$ cat config.mk
export PLATFORM = sky130hd
export DESIGN_NAME = mem_access_flat
export DESIGN_NICKNAME = d
export VERILOG_FILES = /design/src/rtl/mem_access_if.sv /design/src/rtl/mem_access.sv /design/src/flat_wrapper.sv
export SDC_FILE = /design/constraint.sdc
export NUM_CORES = 1
export LEC_CHECK = 0
export CAP_MARGIN = 30
export CELL_PAD_IN_SITES_DETAIL_PLACEMENT = 0
export CELL_PAD_IN_SITES_GLOBAL_PLACEMENT = 2
export CORE_MARGIN = 1.5
export CORE_UTILIZATION = 25
export DETAILED_ROUTE_END_ITERATION = 10
export PLACE_DENSITY = 0.81
export SKIP_LAST_GASP = 1
export SLEW_MARGIN = 20
export SYNTH_ARGS = -nofsm -noshare
export SYNTH_HDL_FRONTEND = slang
export SYNTH_SLANG_ARGS = --single-unit
$ cat constraint.sdc
create_clock -name clk -period 2.3 [get_ports clk]
set_clock_uncertainty 0.05 [all_clocks]
set_input_delay 0.46 -clock clk [delete_from_list [all_inputs] [get_ports clk]]
set_output_delay 0.46 -clock clk [all_outputs]
set_load 0.01 [all_outputs]
$ cat src/rtl/mem_access_if.sv
// Data-memory bus between the MEM stage and the external data memory.
// The MEM stage drives the request side; the memory answers with rdata/ack.
interface mem_access_if;
  logic        dmem_req;
  logic        dmem_we;
  logic [31:0] dmem_addr;
  logic [3:0]  dmem_be;
  logic [31:0] dmem_wdata;
  logic [31:0] dmem_rdata;
  logic        dmem_ack;

  modport master (
    output dmem_req,
    output dmem_we,
    output dmem_addr,
    output dmem_be,
    output dmem_wdata,
    input  dmem_rdata,
    input  dmem_ack
  );

  modport slave (
    input  dmem_req,
    input  dmem_we,
    input  dmem_addr,
    input  dmem_be,
    input  dmem_wdata,
    output dmem_rdata,
    output dmem_ack
  );
endinterface

$ cat src/rtl/mem_access.sv
// MEM stage of the 5-stage pipeline. It runs loads and stores over a
// req/ack bus, formats sub-word data, stalls upstream while an access is in
// flight and sends bubbles into MEM/WB during the stall. It also reports
// misaligned accesses and bus timeouts as one-cycle pulses.
module mem_access #(
  parameter int unsigned TIMEOUT = 255
) (
  input  logic                clk,
  input  logic                reset,
  input  logic                MemRead_MEM,
  input  logic                MemWrite_MEM,
  input  logic                MemtoReg_MEM,
  input  logic                RegWrite_MEM,
  input  logic [2:0]          funct3_MEM,
  input  logic [31:0]         alu_in,
  input  logic [31:0]         wdata_in,
  input  logic [4:0]          rd_in,
  mem_access_if.master        dmem,
  output logic                stall_out,
  output logic                MemtoReg_WB,
  output logic                RegWrite_WB,
  output logic [31:0]         data_out,
  output logic [31:0]         alu_out,
  output logic [4:0]          rd_out,
  output logic                misalign_err,
  output logic                bus_err
);

  typedef enum logic [1:0] {IDLE, BUSY, DONE} state_t;
  typedef enum logic [1:0] {SZ_B, SZ_H, SZ_W} size_t;

  // Access size from funct3; unknown encodings fall back to word.
  function automatic size_t acc_size(input logic [2:0] f3);
    case (f3)
      3'b000, 3'b100: return SZ_B;
      3'b001, 3'b101: return SZ_H;
      default:        return SZ_W;
    endcase
  endfunction

  // Halfwords need an even address, words need a 4-byte aligned address.
  function automatic logic is_misaligned(input size_t sz, input logic [1:0] a);
    case (sz)
      SZ_H:    return a[0];
      SZ_W:    return a != 2'b00;
      default: return 1'b0;
    endcase
  endfunction

  // Byte enables for a store, shifted to the addressed lane.
  function automatic logic [3:0] store_be(input size_t sz, input logic [1:0] a);
    case (sz)
      SZ_B:    return 4'b0001 << a;
      SZ_H:    return 4'b0011 << a;
      default: return 4'b1111;
    endcase
  endfunction

  // Store data replicated across lanes so the enabled lane always sees it.
  function automatic logic [31:0] store_data(input size_t sz, input logic [31:0] wd);
    case (sz)
      SZ_B:    return {4{wd[7:0]}};
      SZ_H:    return {2{wd[15:0]}};
      default: return wd;
    endcase
  endfunction

  // Pick the addressed byte/halfword out of the read word and extend it;
  // funct3[2] selects zero extension (BU/HU).
  function automatic logic [31:0] load_format(input logic [2:0] f3,
                                              input logic [1:0] a,
                                              input logic [31:0] rw);
    logic signed [7:0]  b8;
    logic signed [15:0] h16;
    b8  = 8'(rw >> {a, 3'b000});
    h16 = 16'(rw >> {a[1], 4'b0000});
    case (acc_size(f3))
      SZ_B:    return f3[2] ? {24'h0, b8}  : 32'(b8);
      SZ_H:    return f3[2] ? {16'h0, h16} : 32'(h16);
      default: return rw;
    endcase
  endfunction

  state_t      state_q;
  logic        req_q;
  logic        we_q;
  logic [31:0] addr_q;
  logic [3:0]  be_q;
  logic [31:0] wdata_q;
  logic [31:0] ldata_q;
  logic        misalign_q;
  logic        buserr_q;
  logic [7:0]  cnt_q;
  logic [7:0]  cnt_d;

  logic        mem_op;
  logic        is_store;
  size_t       size;
  logic        timeout_hit;

  assign mem_op      = MemRead_MEM | MemWrite_MEM;
  assign is_store    = MemWrite_MEM;
  assign size        = acc_size(funct3_MEM);
  assign cnt_d       = cnt_q + 8'd1;
  assign timeout_hit = (cnt_d == 8'(TIMEOUT));

  // Access FSM: owns every registered bus output, the captured load data and
  // the latched error flags. EX/MEM is frozen while we stall, so alu_in and
  // funct3_MEM are still valid when the ack comes back.
  always_ff @(posedge clk or negedge reset) begin
    if (!reset) begin
      state_q    <= IDLE;
      req_q      <= 1'b0;
      we_q       <= 1'b0;
      addr_q     <= 32'h0;
      be_q       <= 4'h0;
      wdata_q    <= 32'h0;
      ldata_q    <= 32'h0;
      misalign_q <= 1'b0;
      buserr_q   <= 1'b0;
      cnt_q      <= 8'h0;
    end else begin
      case (state_q)
        IDLE: begin
          if (mem_op) begin
            ldata_q <= 32'h0;
            cnt_q   <= 8'h0;
            if (is_misaligned(size, alu_in[1:0])) begin
              misalign_q <= 1'b1;
              state_q    <= DONE;
            end else begin
              req_q   <= 1'b1;
              we_q    <= is_store;
              addr_q  <= {alu_in[31:2], 2'b00};
              be_q    <= is_store ? store_be(size, alu_in[1:0]) : 4'b1111;
              wdata_q <= is_store ? store_data(size, wdata_in) : 32'h0;
              state_q <= BUSY;
            end
          end
        end
        BUSY: begin
          // An ack in the timeout cycle wins over the timeout.
          if (dmem.dmem_ack) begin
            req_q   <= 1'b0;
            we_q    <= 1'b0;
            cnt_q   <= 8'h0;
            if (!we_q) ldata_q <= load_format(funct3_MEM, alu_in[1:0], dmem.dmem_rdata);
            state_q <= DONE;
          end else if (timeout_hit) begin
            req_q    <= 1'b0;
            we_q     <= 1'b0;
            cnt_q    <= 8'h0;
            buserr_q <= 1'b1;
            state_q  <= DONE;
          end else begin
            cnt_q <= cnt_d;
          end
        end
        DONE: begin
          misalign_q <= 1'b0;
          buserr_q   <= 1'b0;
          state_q    <= IDLE;
        end
        default: state_q <= IDLE;
      endcase
    end
  end

  assign dmem.dmem_req   = req_q;
  assign dmem.dmem_we    = we_q;
  assign dmem.dmem_addr  = addr_q;
  assign dmem.dmem_be    = be_q;
  assign dmem.dmem_wdata = wdata_q;

  assign alu_out = alu_in;
  assign rd_out  = rd_in;

  // Stall and MEM/WB control: bubble while an access is pending, pass
  // through otherwise, and hold everything quiet while reset is asserted.
  always_comb begin
    stall_out    = 1'b0;
    RegWrite_WB  = 1'b0;
    MemtoReg_WB  = 1'b0;
    data_out     = 32'h0;
    misalign_err = 1'b0;
    bus_err      = 1'b0;
    if (reset) begin
      case (state_q)
        IDLE: begin
          if (mem_op) begin
            stall_out = 1'b1;
          end else begin
            RegWrite_WB = RegWrite_MEM;
            MemtoReg_WB = MemtoReg_MEM;
          end
        end
        BUSY: stall_out = 1'b1;
        DONE: begin
          RegWrite_WB  = RegWrite_MEM & ~(misalign_q | buserr_q);
          MemtoReg_WB  = MemtoReg_MEM;
          data_out     = ldata_q;
          misalign_err = misalign_q;
          bus_err      = buserr_q;
        end
        default: ;
      endcase
    end
  end

endmodule

$ cat src/flat_wrapper.sv
// flat-port wrapper written by rule: the top's interface ports become plain ports
module mem_access_flat 
#(
  parameter int unsigned TIMEOUT = 255
)
  (clk, reset, MemRead_MEM, MemWrite_MEM, MemtoReg_MEM, RegWrite_MEM, funct3_MEM, alu_in, wdata_in, rd_in, stall_out, MemtoReg_WB, RegWrite_WB, data_out, alu_out, rd_out, misalign_err, bus_err, dmem_dmem_req, dmem_dmem_we, dmem_dmem_addr, dmem_dmem_be, dmem_dmem_wdata, dmem_dmem_rdata, dmem_dmem_ack);
  mem_access_if dmem_i ();
  input  logic clk;
  input  logic reset;
  input  logic MemRead_MEM;
  input  logic MemWrite_MEM;
  input  logic MemtoReg_MEM;
  input  logic RegWrite_MEM;
  input  logic [2:0] funct3_MEM;
  input  logic [31:0] alu_in;
  input  logic [31:0] wdata_in;
  input  logic [4:0] rd_in;
  output logic stall_out;
  output logic MemtoReg_WB;
  output logic RegWrite_WB;
  output logic [31:0] data_out;
  output logic [31:0] alu_out;
  output logic [4:0] rd_out;
  output logic misalign_err;
  output logic bus_err;
  output wire logic [$bits(dmem_i.dmem_req)-1:0] dmem_dmem_req;
  output wire logic [$bits(dmem_i.dmem_we)-1:0] dmem_dmem_we;
  output wire logic [$bits(dmem_i.dmem_addr)-1:0] dmem_dmem_addr;
  output wire logic [$bits(dmem_i.dmem_be)-1:0] dmem_dmem_be;
  output wire logic [$bits(dmem_i.dmem_wdata)-1:0] dmem_dmem_wdata;
  input wire logic [$bits(dmem_i.dmem_rdata)-1:0] dmem_dmem_rdata;
  input wire logic [$bits(dmem_i.dmem_ack)-1:0] dmem_dmem_ack;
  assign dmem_dmem_req = dmem_i.dmem_req;
  assign dmem_dmem_we = dmem_i.dmem_we;
  assign dmem_dmem_addr = dmem_i.dmem_addr;
  assign dmem_dmem_be = dmem_i.dmem_be;
  assign dmem_dmem_wdata = dmem_i.dmem_wdata;
  assign dmem_i.dmem_rdata = dmem_dmem_rdata;
  assign dmem_i.dmem_ack = dmem_dmem_ack;
  mem_access #(.TIMEOUT(TIMEOUT)) u_core (.clk(clk), .reset(reset), .MemRead_MEM(MemRead_MEM), .MemWrite_MEM(MemWrite_MEM), .MemtoReg_MEM(MemtoReg_MEM), .RegWrite_MEM(RegWrite_MEM), .funct3_MEM(funct3_MEM), .alu_in(alu_in), .wdata_in(wdata_in), .rd_in(rd_in), .dmem(dmem_i), .stall_out(stall_out), .MemtoReg_WB(MemtoReg_WB), .RegWrite_WB(RegWrite_WB), .data_out(data_out), .alu_out(alu_out), .rd_out(rd_out), .misalign_err(misalign_err), .bus_err(bus_err));
endmodule
Yosys cells after proc, flatten, opt, wreduce, memory -nomap -nowiden
Cells that the tools add are included.
Word-level totals
  register bits after elaboration: 112
Operators by class
  add/sub/neg operators: 1
  equality and inequality tests: 17
  shifts and indexed selects: 4
  muxes and demuxes: 56
  bitwise operators: 5
  reductions and logical operators: 17
Operator list (number)
  32-bit 2-to-1 mux: 8
  32-bit one-hot mux with 2 select lines: 3
  32-bit by 5-bit right shift with 16-bit output: 1
  32-bit by 5-bit right shift with 8-bit output: 1
  8-bit 2-to-1 mux: 3
  1-bit 2-to-1 mux: 22
  1-bit one-hot mux with 2 select lines: 8
  8-bit one-hot mux with 2 select lines: 1
  2-bit 2-to-1 mux: 7
  3-bit AND reduction: 3
  8-bit by 1-bit adder with 8-bit output, second input constant: 1
  8-bit == test, second input constant: 1
  2-bit != test, second input constant: 4
  2-bit one-hot mux with 2 select lines: 2
  4-bit one-hot mux with 2 select lines: 1
  4-bit AND reduction: 2
  2-bit nonzero test: 4
  2-bit by 1-bit == test with 1-bit output, second input constant: 3
  3-bit == test, second input constant: 2
  2-bit logical NOT: 3
  2-bit by 1-bit != test with 1-bit output, second input constant: 3
  2-bit == test, second input constant: 2
  4-bit 2-to-1 mux: 1
  2-bit AND reduction: 2
  other kinds (9): 12

Longest topological paths before layout
Gate-level depths: netlist of the first run.
  word-level depth: 11
  gate-level depth with buffers: 9
  depth with buffers taken out: 6

Worst setup path after synthesis of the first run
Ideal clock, no wire load.
  path type: in2reg
  start point: in alu_in[1]
  end point: reg u_core.ldata_q[10]
  data arrival time: 1.654 ns
  slack: 0.469 ns
  stages: 6
  cells stage by stage: buf_2 -> mux4_2 -> nand2b_2 -> o21a_1 -> a21boi_0 -> o21ai_0
On the way
  longest elaborated chain between the ends: 6
  elaborated cells between the ends (all ways): 8
  classes of those cells: shift: 2; mux: 6
RTL lines
  from (decl): line flat_wrapper.sv:15  | input logic [31:0] alu_in;
  32-bit by 5-bit right shift with 16-bit output or 32-bit by 5-bit right shift with 8-bit output (tied branches): line mem_access.sv:76, mem_access.sv:75
  32-bit 2-to-1 mux, on equally long branches: line mem_access.sv:79, mem_access.sv:78
  32-bit one-hot mux with 2 select lines *: line mem_access.sv:77  | case (acc_size(f3))
  32-bit 2-to-1 mux *: line mem_access.sv:147  | if (!we_q) ldata_q <= load_format(funct3_MEM, alu_in[1:0], dmem.dmem_rdata);
  32-bit 2-to-1 mux *: line mem_access.sv:143  | if (dmem.dmem_ack) begin
  32-bit one-hot mux with 2 select lines *: line mem_access.sv:123  | case (state_q)
  to (signal assigned): line mem_access.sv:147
  to (decl): line mem_access.sv:90  | logic [31:0] ldata_q;
Mark *: on every way between the ends. The rest lies on a longest branch, timed or not. The select of a mux whose other input is x is not followed.
A chain may end at the register's enable or synchronous reset.

Final worst setup path of the first run
  start point: reg u_core.state_q[0]
  end point: out data_out[10]
On the way
  longest elaborated chain between the ends: 3
RTL lines
  from (decl): line mem_access.sv:84  | state_t state_q;
  from (signal assigned): line mem_access.sv:112  | state_q <= IDLE;
  from (signal assigned): line mem_access.sv:130  | state_q <= DONE;
  from (signal assigned): line mem_access.sv:137  | state_q <= BUSY;
  2-bit == test: line mem_access.sv:188  | case (state_q)
  32-bit 2-to-1 mux: line mem_access.sv:188
  32-bit 2-to-1 mux: line mem_access.sv:187  | if (reset) begin
  to (decl): line flat_wrapper.sv:21  | output logic [31:0] data_out;
Every way passes these cells.

==> qor.yml, run 1 <==
floorplanning:
  coreArea_mm2: 0.0233
  io_pins: 255
  rows: 56
  start_util: 0.253
  die_h_um: 157
  die_w_um: 157
  die_area_mm2: 0.0246
critical_path:
  cp_data_required_time_ns: 1.79
  crit_chain: "inv_1 > nand2_1 > nor2_2 > buf_12 > and2_1 > clkdlybuf4s50_1"
  arrival_ns: 1.98
  cpMaxStageDelayCell: "clkdlybuf4s50_1"
  cp_max_fo: 34
  ff2ff_path_depth: 7
  crit_path_end_kind: "output pin"
  r2r_slack_ns: 0.50
  start_kind: "flop"
  reg2reg_from: "u_core.cnt_q[0]$_DFFE_PN0P_"
  cp_slowest_stage_delay_ns: 0.54
  crit_type: "flop to output pin"
  rr_endpoint: "u_core.cnt_q[7]$_DFFE_PN0P_"
global_routing:
  grt_max_degree: 57
  grt.total_usage: 0.155
  grt_first_pass_wirelength_um: 28900
  gr-total-overflow: 0
  grt_pass1_vias: 5034
  antenna_found_initial: 1
route:
  met2_length_um: 8900
  wire_per_inst_um: 16.6
  drt-initial-drc-count: 221
  ant_nets: 0
  routed-via-count: 5095
  vias_per_cell: 4.44
  routed_wirelength_um: 19100
  top_layer: "met4"
  met1_length_um: 8660
  route.detailed.drc: 0
  drtPass1Iterations: 4
  wl_met3_um: 1240
cells_and_area:
  fin_area_mm2: 0.00903
  nNetsFinal: 936
  fin_util: 0.387
  syn2layout_area_growth_pct: 52.7
  drive_gt1_frac: 0.163
outcome:
  status: "finished, violations left"
  violations: "setup timing"
hold_path:
  min_path_type: "input pin to asynchronous set/reset pin"
logic_synthesis:
  syn_inst: 591
  synth_top_family_by_area: "compound AO/OA/AOI/OAI gates"
  ys_top_cells_by_count: "dfrtp_1, nand2_1, o21ai_0"
  post_synth_fa_ha_maj_area_fraction: 0.00423
  synth_edf_count: 0
  synthMuxAreaShare: 0.117
  yosysMostFrequentCell: "dfrtp_1"
  synthSimpleGateAreaFrac: 0.152
  synthFlopType: "dfrtp_1"
  yosys_warnings: 0
  synthTopCellsByArea: "dfrtp_1, mux2_2, nand2_1"
  seq_area_frac_synth: 0.474
  syn_area_mm2: 0.00591
  ys_seq_elements: 112
  synth_top_area_cell: "dfrtp_1"
  synth_top_area_frac: 0.474
  async_flop_share: 1.00
  yosysUniqueCellTypes: 55
  syn_avg_cell_area_um2: 10.0
  synth-compound-area-share: 0.162
  yosys.area_share.xor_xnor: 0.00148
timing:
  hold_viol_final: 0
  period_share: 1.08
  rsz0062_at_grt: "true"
  worst_slack_ns: -0.188
  tightest_slew_ns: 0.784
  finalSetupViolations: 29
  min_period_ns: 2.49
  max_slew_margin: 0.477
  fmax_mhz: 402
  report.final.slew_viol_count: 0
pwr:
  leakage_uw: 0.00385
  ir_worst_vdd_mv: 0.412
  cellPowerDensity_mw_per_mm2: 962
clocking:
  cts_setup_buffers: 0
  clk_pin_slew_worst_paths_ns: 0.08
  cts_buffers: 9
  clock_latency_ns: 0.36
  cts-root-buf: "clkbuf_16"
  cts_tree: "built"
  htree_levels: 3
  cts_hold_buffers: 0
  clk_path_buf_depth: 2
  cts.sinks: 112
placement:
  portBuffers: 242
  placed_area_mm2: 0.00873
  dp_hpwl_um: 14600
  place_congestion: 0.798
flow_run:
  drv_cap: 0
==> per-stage QoR <==
stage,hold WS [ns],total power (uW),instances,TNS (ns),worst slack [ns]
2_1_floorplan,0.114,4850,592,0,0.469
3_3_place_gp,0.397,7060,1131,-4.46,-0.369
3_5_place_dp,0.402,7100,1131,-4.87,-0.385
4_1_cts,0.00230,8850,1147,-5.69,-0.219
5_1_grt,0.0137,9280,1148,-8.15,-0.317
6_report,0.00662,8690,1148,-4.44,-0.188
==> final cells by class <==
type | instances | area (um2)
Antenna cell | 1 | 2.50
Clock inverter | 7 | 88.8
Inverter | 11 | 41.3
Multi-Input combinational cell | 396 | 2600
Fill cell | 2341 | 14300
Clock buffer | 9 | 225
Tap cell | 319 | 399
Sequential cell | 112 | 2800
Timing Repair Buffer | 293 | 2870
==> state kept, by name, indices dropped and copies added, names as in the netlist <==
| register | flops |
|---|---|
| u_core.dmem.dmem_we | 1 |
| u_core.misalign_q | 1 |
| u_core.dmem.dmem_req | 1 |
| u_core.ldata_q | 32 |
| u_core.dmem.dmem_wdata | 32 |
| u_core.dmem.dmem_be | 4 |
| u_core.state_q | 2 |
| u_core.cnt_q | 8 |
| u_core.buserr_q | 1 |
| u_core.dmem.dmem_addr | 30 |
==> cells in the final DEF, fill, tap and decap left out, types with 10 or more instances in the layout <==
| cell type | Yosys | layout |
|---|---|---|
| buf_4 | 42 | 45 |
| a21oi_1 | 10 | 10 |
| o21ai_0 | 44 | 43 |
| o31ai_1 | 17 | 17 |
| dfrtp_1 | 112 | 112 |
| and2_1 | 35 | 35 |
| o21ai_1 | 12 | 13 |
| nand2_1 | 87 | 87 |
| clkdlybuf4s50_1 | 0 | 233 |
| mux2_2 | 38 | 38 |
| nor2_1 | 35 | 34 |
| mux2i_1 | 24 | 24 |
==> layer usage <==
metal	GRT usage	vias up
li1	-	2489
met1	0.203	2419
met2	0.247	163
met3	0.0410	24
met4	0.0508	0
met5	0	-
==> power breakdown <==
group,internal (uW),switching [uW]
clock,873,841
combinational,2150,1700
sequential,2740,388
total,5760,2930
==> critical path, delay by kind of cell (launching register included) <==
kind                   cells  cell delay, ns
DFF                        1            0.39
and+or+nand+nor            3            0.39
buffers and inverters      3            0.84
==> logic make-up after synthesis <==
logic type / after synthesis
AOI/OAI and AO/OA: 139
adders and majority gates: 2
other: 1
DFF: 112
xor gates and xnor gates: 1
muxes: 63
and+or+nand+nor: 189
buffers and inverters: 84
==> repair_timing <==
action                                  CTS  global route
endpoints found under the setup margin   37            37
pin swaps                                 2             1
resized for setup                        11             7
==> how the worst max path moves through the flow <==
stage                                  start                              to  depth (start not counted)
5_1_grt        u_core.state_q[0]$_DFFE_PN0P_                    data_out[10]                          6
3_5_place_dp                    MemWrite_MEM                     MemtoReg_WB                          5
4_1_cts        u_core.state_q[0]$_DFFE_PN0P_                    data_out[10]                          6
3_3_place_gp                    MemWrite_MEM                     MemtoReg_WB                          5
2_1_floorplan                      alu_in[1]  u_core.ldata_q[10]$_DFFE_PN0P_                          6
6_report       u_core.state_q[0]$_DFFE_PN0P_                    data_out[10]                          6
Note: power is estimated with default switching activity, not from simulation.
==> run 2, diff against run 1 <==
--- a/config.mk
+++ b/config.mk
@@ -10,6 +10,7 @@
 export CELL_PAD_IN_SITES_GLOBAL_PLACEMENT = 2
 export CORE_MARGIN = 1.5
 export CORE_UTILIZATION = 25
+export CTS_CLUSTER_SIZE = 10
 export DETAILED_ROUTE_END_ITERATION = 10
 export PLACE_DENSITY = 0.81
 export SKIP_LAST_GASP = 1
==> results of run 2 <==
Final layout, timing and power as in run 1 (identical DEF).
==> run 3, diff against run 2 <==
--- a/config.mk
+++ b/config.mk
@@ -10,7 +10,7 @@
 export CELL_PAD_IN_SITES_GLOBAL_PLACEMENT = 2
 export CORE_MARGIN = 1.5
 export CORE_UTILIZATION = 25
-export CTS_CLUSTER_SIZE = 10
+export CTS_CLUSTER_SIZE = 40
 export DETAILED_ROUTE_END_ITERATION = 10
 export PLACE_DENSITY = 0.81
 export SKIP_LAST_GASP = 1
==> results of run 3 <==
Final layout, timing and power as in run 1 (identical DEF).
